**src/rtl/alu_seq_if.sv**
```systemverilog
// Request/response bundle for alu_seq: operands and opcode in, registered result out.
interface alu_seq_if #(
    parameter int unsigned WIDTH = 32
);
    logic             valid_i;
    logic             ready_o;
    logic [WIDTH-1:0] data1_i;
    logic [WIDTH-1:0] data2_i;
    logic [3:0]       ALUCtrl_i;
    logic             valid_o;
    logic [WIDTH-1:0] data_o;
    logic             zero_o;

    modport master (
        output valid_i, data1_i, data2_i, ALUCtrl_i,
        input  ready_o, valid_o, data_o, zero_o
    );

    modport slave (
        input  valid_i, data1_i, data2_i, ALUCtrl_i,
        output ready_o, valid_o, data_o, zero_o
    );
endinterface

```
**src/rtl/alu_seq.sv**
```systemverilog
// Sequential ALU: single-cycle logic/shift/add/compare, iterative WIDTH-cycle MUL.
// Define ALU_SEQ_DIV_EN to add the iterative restoring DIVU/REMU engine.
module alu_seq #(
    parameter int unsigned WIDTH = 32,
    parameter int unsigned SHW   = $clog2(WIDTH)
) (
    input logic        clk_i,
    input logic        rst_i,
    alu_seq_if.slave   bus
);
    localparam logic [3:0] OpAnd  = 4'd0;
    localparam logic [3:0] OpXor  = 4'd1;
    localparam logic [3:0] OpSll  = 4'd2;
    localparam logic [3:0] OpAdd  = 4'd3;
    localparam logic [3:0] OpSub  = 4'd4;
    localparam logic [3:0] OpMul  = 4'd5;
    localparam logic [3:0] OpSlt  = 4'd6;
    localparam logic [3:0] OpSra  = 4'd7;
    localparam logic [3:0] OpOr   = 4'd8;
    localparam logic [3:0] OpSrl  = 4'd9;
    localparam logic [3:0] OpSltu = 4'd10;
`ifdef ALU_SEQ_DIV_EN
    localparam logic [3:0] OpDivu = 4'd11;
    localparam logic [3:0] OpRemu = 4'd12;

    typedef enum logic [1:0] {StIdle, StMul, StDiv} state_e;
`else
    typedef enum logic [1:0] {StIdle, StMul} state_e;
`endif

    state_e           state_q, state_d;
    logic             valid_q, valid_d;
    logic [WIDTH-1:0] data_q, data_d;
    logic             zero_q, zero_d;
    // mcand: multiplicand / divisor; mplier: multiplier / dividend-quotient; acc: product / remainder
    logic [WIDTH-1:0] mcand_q, mcand_d;
    logic [WIDTH-1:0] mplier_q, mplier_d;
    logic [WIDTH-1:0] acc_q, acc_d;
    logic [SHW-1:0]   cnt_q, cnt_d;

    logic [WIDTH-1:0] alu_res;
    logic [SHW-1:0]   shamt;
    logic [WIDTH-1:0] acc_step;
    logic             last_iter;

`ifdef ALU_SEQ_DIV_EN
    logic             is_rem_q, is_rem_d;
    logic [WIDTH:0]   rem_shift;
    logic [WIDTH-1:0] rem_sub;
    logic [WIDTH-1:0] rem_new;
    logic [WIDTH-1:0] quo_new;
    logic             rem_ge;

    always_comb begin
        rem_shift = {acc_q, mplier_q[WIDTH-1]};
        rem_ge    = rem_shift >= {1'b0, mcand_q};
        // Difference always fits in WIDTH bits because the partial remainder is < 2*divisor
        rem_sub   = rem_shift[WIDTH-1:0] - mcand_q;
        rem_new   = rem_ge ? rem_sub : rem_shift[WIDTH-1:0];
        quo_new   = {mplier_q[WIDTH-2:0], rem_ge};
    end
`endif

    assign shamt     = bus.data2_i[SHW-1:0];
    assign acc_step  = mplier_q[0] ? acc_q + mcand_q : acc_q;
    assign last_iter = (cnt_q == SHW'(WIDTH - 1));

    always_comb begin
        alu_res = '0;
        case (bus.ALUCtrl_i)
            OpAnd:   alu_res = bus.data1_i & bus.data2_i;
            OpXor:   alu_res = bus.data1_i ^ bus.data2_i;
            OpSll:   alu_res = bus.data1_i << shamt;
            OpAdd:   alu_res = bus.data1_i + bus.data2_i;
            OpSub:   alu_res = bus.data1_i - bus.data2_i;
            OpSlt:   alu_res = {{(WIDTH-1){1'b0}}, $signed(bus.data1_i) < $signed(bus.data2_i)};
            OpSra:   alu_res = $signed(bus.data1_i) >>> shamt;
            OpOr:    alu_res = bus.data1_i | bus.data2_i;
            OpSrl:   alu_res = bus.data1_i >> shamt;
            OpSltu:  alu_res = {{(WIDTH-1){1'b0}}, bus.data1_i < bus.data2_i};
            default: alu_res = '0;
        endcase
    end

    always_comb begin
        state_d  = state_q;
        valid_d  = 1'b0;
        data_d   = data_q;
        zero_d   = zero_q;
        mcand_d  = mcand_q;
        mplier_d = mplier_q;
        acc_d    = acc_q;
        cnt_d    = cnt_q;
`ifdef ALU_SEQ_DIV_EN
        is_rem_d = is_rem_q;
`endif
        unique case (state_q)
            StIdle: begin
                if (bus.valid_i) begin
                    case (bus.ALUCtrl_i)
                        OpMul: begin
                            state_d  = StMul;
                            mcand_d  = bus.data1_i;
                            mplier_d = bus.data2_i;
                            acc_d    = '0;
                            cnt_d    = '0;
                        end
`ifdef ALU_SEQ_DIV_EN
                        OpDivu, OpRemu: begin
                            state_d  = StDiv;
                            mcand_d  = bus.data2_i;
                            mplier_d = bus.data1_i;
                            acc_d    = '0;
                            cnt_d    = '0;
                            is_rem_d = (bus.ALUCtrl_i == OpRemu);
                        end
`endif
                        default: begin
                            valid_d = 1'b1;
                            data_d  = alu_res;
                            zero_d  = (alu_res == '0);
                        end
                    endcase
                end
            end
            StMul: begin
                acc_d    = acc_step;
                mcand_d  = mcand_q << 1;
                mplier_d = mplier_q >> 1;
                cnt_d    = cnt_q + 1'b1;
                if (last_iter) begin
                    state_d = StIdle;
                    valid_d = 1'b1;
                    data_d  = acc_step;
                    zero_d  = (acc_step == '0);
                end
            end
`ifdef ALU_SEQ_DIV_EN
            StDiv: begin
                acc_d    = rem_new;
                mplier_d = quo_new;
                cnt_d    = cnt_q + 1'b1;
                if (last_iter) begin
                    state_d = StIdle;
                    valid_d = 1'b1;
                    data_d  = is_rem_q ? rem_new : quo_new;
                    zero_d  = ((is_rem_q ? rem_new : quo_new) == '0);
                end
            end
`endif
            default: state_d = StIdle;
        endcase
    end

    always_ff @(posedge clk_i or posedge rst_i) begin
        if (rst_i) begin
            state_q  <= StIdle;
            valid_q  <= 1'b0;
            data_q   <= '0;
            zero_q   <= 1'b1;
            mcand_q  <= '0;
            mplier_q <= '0;
            acc_q    <= '0;
            cnt_q    <= '0;
`ifdef ALU_SEQ_DIV_EN
            is_rem_q <= 1'b0;
`endif
        end else begin
            state_q  <= state_d;
            valid_q  <= valid_d;
            data_q   <= data_d;
            zero_q   <= zero_d;
            mcand_q  <= mcand_d;
            mplier_q <= mplier_d;
            acc_q    <= acc_d;
            cnt_q    <= cnt_d;
`ifdef ALU_SEQ_DIV_EN
            is_rem_q <= is_rem_d;
`endif
        end
    end

    assign bus.ready_o = (state_q == StIdle);
    assign bus.valid_o = valid_q;
    assign bus.data_o  = data_q;
    assign bus.zero_o  = zero_q;
endmodule
```
**src/flat_wrapper.sv**
```systemverilog
// flat-port wrapper written by rule: the top's interface ports become plain ports
module alu_seq_flat 
#(
    parameter int unsigned WIDTH = 32,
    parameter int unsigned SHW   = $clog2(WIDTH)
)
  (clk_i, rst_i, bus_valid_i, bus_data1_i, bus_data2_i, bus_ALUCtrl_i, bus_ready_o, bus_valid_o, bus_data_o, bus_zero_o);
  alu_seq_if #(.WIDTH(WIDTH)) bus_i ();
  input logic clk_i;
  input logic rst_i;
  input wire logic [$bits(bus_i.valid_i)-1:0] bus_valid_i;
  input wire logic [$bits(bus_i.data1_i)-1:0] bus_data1_i;
  input wire logic [$bits(bus_i.data2_i)-1:0] bus_data2_i;
  input wire logic [$bits(bus_i.ALUCtrl_i)-1:0] bus_ALUCtrl_i;
  output wire logic [$bits(bus_i.ready_o)-1:0] bus_ready_o;
  output wire logic [$bits(bus_i.valid_o)-1:0] bus_valid_o;
  output wire logic [$bits(bus_i.data_o)-1:0] bus_data_o;
  output wire logic [$bits(bus_i.zero_o)-1:0] bus_zero_o;
  assign bus_i.valid_i = bus_valid_i;
  assign bus_i.data1_i = bus_data1_i;
  assign bus_i.data2_i = bus_data2_i;
  assign bus_i.ALUCtrl_i = bus_ALUCtrl_i;
  assign bus_ready_o = bus_i.ready_o;
  assign bus_valid_o = bus_i.valid_o;
  assign bus_data_o = bus_i.data_o;
  assign bus_zero_o = bus_i.zero_o;
  alu_seq #(.WIDTH(WIDTH), .SHW(SHW)) u_core (.clk_i(clk_i), .rst_i(rst_i), .bus(bus_i));
endmodule
```
**config.mk**
```make
export PLATFORM = sky130hd
export DESIGN_NAME = alu_seq_flat
export DESIGN_NICKNAME = d
export VERILOG_FILES = /design/src/rtl/alu_seq_if.sv /design/src/rtl/alu_seq.sv /design/src/flat_wrapper.sv
export SDC_FILE = /design/constraint.sdc
export NUM_CORES = 1
export LEC_CHECK = 0
export CORE_MARGIN = 3
export CORE_UTILIZATION = 35
export CTS_CLUSTER_SIZE = 30
export DETAILED_ROUTE_END_ITERATION = 6
export HOLD_SLACK_MARGIN = 0.12
export PLACE_DENSITY_LB_ADDON = 0.12
export SLEW_MARGIN = 15
export SYNTH_ARGS = -nofsm -noshare
export SYNTH_HDL_FRONTEND = slang
export SYNTH_SLANG_ARGS = --single-unit
```
**constraint.sdc**
```tcl
create_clock -name clk_i -period 5.45 [get_ports clk_i]
set_input_delay 1.09 -clock clk_i [delete_from_list [all_inputs] [get_ports clk_i]]
set_output_delay 1.09 -clock clk_i [all_outputs]
set_load 0.01 [all_outputs]
```
==> metrics <==
Critical Path Most Common Cell nand2_1; DRC 0; data arrival time of the worst path 5.55 ns; RSZ-0062 raised after global routing false; Yosys reg bits 136; worst slew pin tran 1.077 ns; synth top area cells dfrtp_1 (19%), ha_1 (9.3%), a21oi_1 (6.4%); initial core utilization 0.3557; Layout Nets 2766; Initial DRC Count 2151; total power 6586 µW; worst IR drop on VDD 0.0002412 V; post-DR wirelength/cell 28.60 µm; post-DR vias/cell 6.304; HPWL after DPL 74470 µm; count of final setup violators 0; CP max stage delay 0.64 ns; Distinct cells, synth 106; vias in the first global route 19342; Ports 106; Routed Antenna Nets 0; synthesized area per cell 7.497 µm²; startpoint of the lowest-slack hold path u_core.bus.data_o[10]$_DFFE_PP0P_; Rel. slew slack 0.2715; CTS tree done; PD cells 306.2 nW/µm²; worst skew pair latency 0.47 ns; Post-Syn Area 17920 µm²; critical path startpoint category primary input; clock root cell clkbuf_16; GR Overflow Total 0; Pre-antenna DRT Iters 6; Total GRT Usage 0.3370; Net Count, Synth 2597; Final GP Congestion 1.028; HP Class flip-flop to flip-flop; DR vias 20450; Core ar. 50380 µm²; final wirelength 92780 µm; Antenna Cells 0; Die Y 232.3 µm; minimum clock period 5.135 ns; Pins Over Slew Limit 0; post-synth top area share 0.1885; die width 232.3 µm; final worst-path cycle share 0.9423; Num Clock Sinks 136; CTS max path bufs 2; Final Util 0.4269; first-pass GRT wire length 134000 µm; register area share after synthesis 0.1900; CTS buffer count 17; IO buf count 105; Req. time, crit path 5.86 ns; max_cap viols 0; setup total negative slack 0 ns; area delta synth->final 20.04%; leakage power 0.009220 µW; Post-Syn Instances 2390; Post-synth EDFFs 0; FP Rows 82; critical path's slowest cell clkdlybuf4s50_1; largest area contributor in the netlist dfrtp_1; crit end category flip-flop; initial antenna violation count 2; Hold-fix buffers, CTS 0; CP Class primary input to flip-flop; Die Footprint 53940 µm²; Synthesis Warnings 0; crit path launch bus_data1_i[14]; CTS clk-pin slew, worst paths 0.07 ns; R2R Path Start u_core.acc_q[0]$_DFFE_PP0P_; layout cell share with drive strength beyond 1 0.1536; final hold violations 0; CTS H-tree lvls 4; Fin Clk Skew 0.01148 ns; Fillers 5272; worst path cell trace clkdlybuf4s50_1 > inv_1 > ha_1 > nor4_1 > nand2_1 > a211oi_1 > a211oi_1 > buf_4 > o311ai_0 > o311ai_0 > o21ai_1 > o211ai_1 > buf_4 > nor2b_1 > nor4bb_1 > nand2_1 > nand2_1; Peak Freq 194.7 MHz; Worst Path Max Fanout 4; outcome completed; largest net degree at the start of global routing 107; asr flop ratio synth 1.000; top_reg_cell synth dfrtp_1
==> sequential cells by signal, summed over array words and instances, names as in the netlist <==
signal              count
u_core.cnt_q            5
u_core.acc_q           32
u_core.bus.zero_o       1
u_core.mcand_q         32
u_core.mplier_q        32
u_core.bus.valid_o      1
u_core.state_q          1
u_core.bus.data_o      32
==> routing by layer <==
layer  global-route usage  share of wire  up-vias
met2               0.5323           0.44     1007
met5                    0       0.000097        -
met3              0.05937          0.073      179
met1               0.4632           0.44    10028
li1                     -              -     9234
met4               0.1144          0.040        2
==> power breakdown <==
part	switching, µW	internal [µW]	total [µW]
Sequential	332	1380	1710
Combinational	2120	1460	3580
Clock	522	776	1300
Total	2970	3610	6590
==> worst paths after layout <==
path | cells after the start | endpoint | slack, ns
setup / recovery | 17 | u_core.bus.zero_o$_DFFE_PP1P_ | 0.31
hold / removal | 2 | u_core.bus.data_o[10]$_DFFE_PP0P_ | 0.47
setup reg to reg | 14 | u_core.bus.zero_o$_DFFE_PP1P_ | 0.97
hold reg to reg | 2 | u_core.bus.data_o[10]$_DFFE_PP0P_ | 0.47
max in group asynchronous | 3 | u_core.mplier_q[4]$_DFFE_PP0P_ | 3.45
min in group asynchronous | 2 | u_core.mplier_q[30]$_DFFE_PP0P_ | 1.08
==> synth_stat cells (36+ instances only) <==
master and number:
a211oi_1 45, inv_1 102, a21oi_1 228, ha_1 133
clkbuf_1 129, nand2_1 298, mux2i_1 79, a21o_1 36
o21ai_0 194, nor3_1 44, nand3_1 63, o211ai_1 39
mux2_2 44, dfrtp_1 135, nor2_1 238
==> per-stage QoR <==
| step | cells | setup WS, ns | hold slack [ns] | instance area, µm² |
|---|---|---|---|---|
| 6_report | 3244 | 0.3146 | 0.4701 | 21510 |
| 5_1_grt | 3244 | 0.2019 | 0.4934 | 21510 |
| 4_1_cts | 3243 | 0.04452 | 0.4797 | 21500 |
| 3_5_place_dp | 3211 | -0.6695 | 0.4644 | 20860 |
| 3_3_place_gp | 3211 | -0.6585 | 0.4585 | 20860 |
| 2_1_floorplan | 2390 | 0.4062 | 0.4529 | 17920 |
==> layout make-up <==
type                            instances  area [µm²]  share of cell area
Clock buffer                           17       425.4             0.01978
Multi-Input combinational cell       1974       13400              0.6231
Sequential cell                       136        3408              0.1585
Inverter                              106       402.9             0.01873
Tap cell                              672       840.8             0.03909
Timing Repair Buffer                  324        2815              0.1309
Clock inverter                         15       214.0            0.009948
==> placed cells by master (no fill, tap or decap), drive strengths merged, types with 27 or more instances in the layout <==
cell type and count:
dfrtp 135, nor2b 27, nand3 63, nand4 27
mux2 46, ha 133, nand2 298, nor3 45
mux4 34, buf 223, clkdlybuf4s50 101, inv 109
a21o 37, a211oi 47, o21ai 201, mux2i 80
o211ai 40, a21oi 229, nor2 238, o22ai 35
==> kinds of logic (layout without fill, tap and decap cells) <==
logic type      count (synthesis)  count (layout)  share of synthesized area
xor+xnor                       37              37                    0.01809
buf+inv                       280             462                    0.06515
mux                           160             160                     0.1170
fa+ha+maj                     136             136                    0.09623
compound gates                832             832                     0.3073
flops                         136             136                     0.1900
simple gates                  809             809                     0.2063
==> timing repair <==
action | CTS | global route
setup endpoints to repair | 2 | 1
pin swaps | 1 | 1
setup buffers | 0 | 1
gates resized for setup | 1 | 0
==> worst max-delay path: cells and delay by family <==
family	cells	cell delay [ns]
compound gates	6	1.75
simple gates	6	1.12
fa+ha+maj	1	0.34
buf+inv	4	1.24
Power figures use the tool's default switching activity.
==> edit 1, RTL diff (same flow settings) <==
Remove the case item `OpSra` of the case on `bus.ALUCtrl_i`.
--- a/src/rtl/alu_seq.sv
+++ b/src/rtl/alu_seq.sv
@@ -75,5 +75,4 @@
             OpSub:   alu_res = bus.data1_i - bus.data2_i;
             OpSlt:   alu_res = {{(WIDTH-1){1'b0}}, $signed(bus.data1_i) < $signed(bus.data2_i)};
-            OpSra:   alu_res = $signed(bus.data1_i) >>> shamt;
             OpOr:    alu_res = bus.data1_i | bus.data2_i;
             OpSrl:   alu_res = bus.data1_i >> shamt;
Formal check against the unedited RTL: not equivalent (a bounded check fails within 4 cycles, from zero or initial values and one cycle with rst_i high).
==> edit 1 against the unedited design <==
- the flow now finishes with violations (design-rule violations)
- critical path depth increased by 1
- via count decreased by 2.2%
- wire length is 1.4% lower
- critical path type unchanged
- total power down 0.71%
- cell area barely moved
- area after synthesis fell by 1.9%
- largest power group unchanged
- critical endpoint unchanged
- synthesized cell count fell by 1.7%
- worst hold slack gained 17 ps
- worst setup slack better by 82 ps
- sequential cell count did not move
==> edit 1: results (changes against the unedited design) <==
stage,metric,value,unit,change
synth,Area contributors post-synth,"dfrtp_1 19%, ha_1 10%, a21oi_1 6.8%",,
global_routing,first-pass GRT wire length,133000,um,-0.76%
place,post-place setup slack,20.06,ps,+689.5 ps
place,GPL Wtd Cong,1.028,,about the same
routing,First-pass DRT Iterations,7,,+1
synth,synthesized-area fraction occupied by adder cells,10.45,%,+0.83 points
timing,setup_tns,0,ps,unchanged
pwr,Int Power,3.588,mW,-0.71%
cts,post-cts resize count,0,,-1
global_routing,GRT Overall Usage,33.79,%,+0.096 points
routing,DR iter-0 viols,2217,,+3.1%
pwr,pwr/cell area,304.1,nW/um^2,-0.70%
cells_and_area,layout filler cell count,5131,,-2.7%
timing,Rel. slew slack,19.47,%,-7.7 points
synth,mux share of post-synthesis cell area,13.17,%,+1.5 points
status,outcome,"complete, but fails checks",,
critical_path,FF-to-FF setup slack,950,ps,-20 ps
status,failing checks,design-rule violations,,
global_routing,vias in the first global route,19270,,-0.39%
routing,Total Wirelength,91450,um,-1.4%
synth,synthesized instance count,2349,,-1.7%
critical_path,Worst Path Arrival,5440,ps,-110 ps
synth,Yosys cell types,91,,-14%
cells_and_area,layout cells sized above 1,17.38,%,+2.0 points
critical_path,crit path from,bus_data1_i[0],,
routing,via count,19990,,-2.2%
pwr,Sequential Power,1.75,mW,+2%
routing,number of remaining DRC errors,3,,+3
worst_hold_path,Hold Startpoint,u_core.mplier_q[22],,
routing,post-DR vias/cell,6.166,,-2.2%
synth,commonest cells in the netlist,"280 x nand2_1, 239 x a21oi_1, 235 x nor2_1",,
synth,xor/xnor cell area share of the yosys netlist,1.495,%,-0.31 points
cts,CTS max path bufs,2,,unchanged
cells_and_area,Layout Nets,2781,,+0.54%
critical_path,cell at the slowest stage of the critical path,a31oi_1,,
place,Detailed Place HPWL,74050,um,-0.56%
critical_path,Worst Path Max Fanout,6,,+2
pwr,Comb power frac,54.5,%,about the same
cts,CTS Buf Count,17,,unchanged
timing,Worst Skew,16.40,ps,+4.922 ps
critical_path,CP peak stage delay,520,ps,-120 ps
synth,"Net Count, Synth",2565,,-1.2%
global_routing,maximum number of pins on one net before global-route repair,79,,-26%
synth,sequential-to-total area share from yosys stat,19.37,%,+0.37 points
synth,Synth Area in Compound Gates,28.89,%,-1.8 points
place,dpl cells,3210,,-0.031%
timing,worst hold margin,487.2,ps,+17.08 ps
pwr,Peak supply drop,0.2322,mV,-3.7%
pwr,Static Leakage,9.313,nW,+1.0%
[edit 1: cell count changes in the layout (fill, tap and decap cells not counted), sizes merged, moves of 9 or more]
cell	before	now
buf	223	265
mux2	46	67
nand2	298	280
a21o	37	20
nand3	63	47
a211oi	47	35
o21a	5	17
a21oi	229	240
and3	11	22
inv	109	120
a221o	12	3
ha	133	142
o31ai	23	14
[edit 1: tightest hold or removal path, cell delays in order (launching register included)]
cell	delay, ps
dfrtp_1	340
nand2_1	50
o21ai_0	60
[edit 1: cell type report]
class | instances | area, sq um | area share, %
clock buffers | 19 | 442.9 | 2.060
clock inverters | 13 | 158.9 | 0.7390
inverters | 114 | 432.9 | 2.013
multi-input cells | 1931 | 13120 | 61.03
flip-flops and latches | 136 | 3408 | 15.85
well taps | 664 | 830.8 | 3.864
repair buffers | 365 | 3105 | 14.44
[edit 1: through the flow]
stage | utilization [%] | area [sq um]
global placement | 42.42 | 20900
floorplan | - | 17580
finish | 43.66 | 21500
detailed placement | 42.44 | 20900
global route | 43.66 | 21500
CTS | 43.66 | 21500
[edit 1: final timing paths]
| path | end | cells after the start |
|---|---|---|
| max | u_core.bus.zero_o | 18 |
| min | u_core.mplier_q[21] | 2 |
| max reg2reg | u_core.bus.zero_o | 14 |
| min reg2reg | u_core.mplier_q[21] | 2 |
| max in group asynchronous | u_core.mplier_q[6] | 3 |
| min in group asynchronous | u_core.mplier_q[26] | 2 |
[edit 1: layer usage]
metal	part of all wire [%]	wire (um)	track usage, %	vias to the layer above
met5	0.037	34	0	-
met1	44	39940	45.52	9785
met2	45	41020	53.49	944
met3	7.5	6887	6.739	175
li1	-	-	-	9080
met4	3.9	3562	12.61	6
==> edit 2, RTL diff (config.mk and constraints unchanged) <==
Made on the original files. `WIDTH` is set to 32 in 3 places; all go to 16.
--- a/src/rtl/alu_seq_if.sv
+++ b/src/rtl/alu_seq_if.sv
@@ -1,5 +1,5 @@
 // Request/response bundle for alu_seq: operands and opcode in, registered result out.
 interface alu_seq_if #(
-    parameter int unsigned WIDTH = 32
+    parameter int unsigned WIDTH = 16
 );
     logic             valid_i;
--- a/src/rtl/alu_seq.sv
+++ b/src/rtl/alu_seq.sv
@@ -2,5 +2,5 @@
 // Define ALU_SEQ_DIV_EN to add the iterative restoring DIVU/REMU engine.
 module alu_seq #(
-    parameter int unsigned WIDTH = 32,
+    parameter int unsigned WIDTH = 16,
     parameter int unsigned SHW   = $clog2(WIDTH)
 ) (
--- a/src/flat_wrapper.sv
+++ b/src/flat_wrapper.sv
@@ -2,5 +2,5 @@
 module alu_seq_flat 
 #(
-    parameter int unsigned WIDTH = 32,
+    parameter int unsigned WIDTH = 16,
     parameter int unsigned SHW   = $clog2(WIDTH)
 )
Ports: changed (resized bus_data1_i, bus_data2_i and bus_data_o); port bits go from 106 to 58. No check against the original RTL was run, so the function may have changed too.
==> edit 2 against the unedited design <==
- total power shrank 53%
- utilization shrank 1.3 points
- worst setup slack gained 640 ps
- wire length shrank 68%
- count of clock-buffer cells in the layout shrank 7
- cell area shrank 58%
- sequential cell count shrank 65
- area after synthesis shrank 56%
- sequential share of layout area grew 3.7 points
- via count shrank 61%
==> edit 2: results (changes against the unedited design) <==
stage,metric,value,unit,change
cts,"CTS clk-pin slew, worst paths",70,ps,about the same
cells_and_area,layout filler cell count,2289,,-57%
synth,"Net Count, Synth",1145,,-56%
cts,CTS Buf Count,9,,-8
pwr,Static Leakage,3.985,nW,-57%
critical_path,Worst Path Arrival,4760,ps,-790 ps
routing,post-DR vias/cell,5.863,,-7.0%
synth,commonest cells in the netlist,"131 x nor2_1, 102 x a21oi_1, 100 x nand2_1",,
timing,Worst Skew,11.85,ps,+0.3657 ps
critical_path,RR Endpoint,u_core.bus.data_o[14],,
synth,Syn Area/Cell,7.608,sq um,+1.5%
pwr,Sw Share,42.86,%,-2.3 points
routing,DR iter-0 viols,703,,-67%
global_routing,maximum number of pins on one net before global-route repair,59,,-45%
cts,number of H-tree levels,3,,-1
synth,Yosys cell types,79,,-25%
status,outcome,finished clean,,
routing,First-pass DRT Iterations,5,,-1
routing,DR WL met2,12990,um,-69%
routing,mean routed wirelength per cell,21.69,um,-24%
cells_and_area,layout cells sized above 1,8.388,%,-7.0 points
cts,clk_lat worst skew,360,ps,-110 ps
global_routing,antenna violations before repair,0,,-2
place,GPL Wtd Cong,0.9464,,-7.9%
critical_path,reg2reg path depth,12,,-2
place,number of port buffers,57,,-46%
critical_path,Worst Path Max Fanout,7,,+3
global_routing,vias in the first global route,7555,,-61%
place,placed inst area,8766,sq um,-58%
cells_and_area,Layout Nets,1179,,-57%
global_routing,first-pass GRT wire length,45400,um,-66%
place,Detailed Place HPWL,22600,um,-70%
synth,sequential-to-total area share from yosys stat,22.60,%,+3.6 points
place,post-place setup slack,676.1,ps,+1346 ps
timing,Worst Tran Pin Value,916.9,ps,-160.3 ps
routing,max layer used,met4,,
cts,post-cts resize count,0,,-1
worst_hold_path,Hold Startpoint,u_core.mplier_q[9],,
routing,met3 routed WL,1700,um,-75%
-- edit 2: cell count changes after synthesis, moves of 54 or more --
| cell | delta |
|---|---|
| nand2_1 | -198 |
| clkbuf_1 | -88 |
| nor2_1 | -107 |
| o21ai_0 | -116 |
| dfrtp_1 | -65 |
| inv_1 | -54 |
| a21oi_1 | -126 |
| ha_1 | -64 |
-- edit 2: critical path: cells and delay by family --
kind / cells / cell delay, ps
compound gates: 5 / 1640
buf+inv: 3 / 1010
simple gates: 5 / 660
fa+ha+maj: 1 / 360
-- edit 2: metal layers --
layer / global-route usage, % / vias to the layer above
met4: 5.845 / 0
met3: 3.273 / 36
met5: 0 / -
met1: 34.85 / 3793
met2: 37.65 / 277
li1: - / 3826
-- edit 2: through the flow --
stage / instances / power [mW] / hold slack [ps]
after floorplan: 1034 / 1.903 / 453.3
after global placement: 1337 / 2.446 / 463.1
after detailed placement: 1337 / 2.450 / 472.9
after CTS: 1353 / 3.138 / 488.9
after global routing: 1353 / 3.362 / 523.0
final: 1353 / 3.119 / 489.1
-- edit 2: cells by family after synthesis --
group | Yosys count | share of synthesized area (%)
and+or+nand+nor | 346 | 20.26
AOI/OAI and AO/OA | 332 | 26.55
buffers and inverters | 121 | 6.139
muxes | 72 | 10.48
adders and majority gates | 72 | 11.74
DFF | 71 | 22.60
xor gates and xnor gates | 20 | 2.227
-- edit 2: power by group through the flow --
stage,clock [mW],combinational (mW),sequential [mW]
after floorplan,0,1.03,0.878
after global placement,0,1.53,0.917
after detailed placement,0,1.53,0.921
after CTS,0.685,1.54,0.912
after global routing,0.702,1.72,0.940
final,0.673,1.53,0.911
-- edit 2: cell type report --
class,instances,area share (%)
inverter,52,2.162
sequential,71,19.58
clock inverter,6,1.019
clock buffer,10,2.520
tap,280,3.855
multi-input combinational,842,61.75
timing repair buffer,92,9.115
-- edit 2: worst max-delay path by stage --
stage / startpoint / endpoint / slack [ps]
after floorplan: bus_data2_i[2] / u_core.bus.zero_o / 1300
after global routing: bus_data1_i[3] / u_core.bus.zero_o / 720
after CTS: bus_data1_i[3] / u_core.bus.zero_o / 1010
final: bus_data1_i[1] / u_core.bus.zero_o / 950
after detailed placement: bus_data1_i[3] / u_core.bus.zero_o / 680
after global placement: bus_data1_i[1] / u_core.bus.zero_o / 660
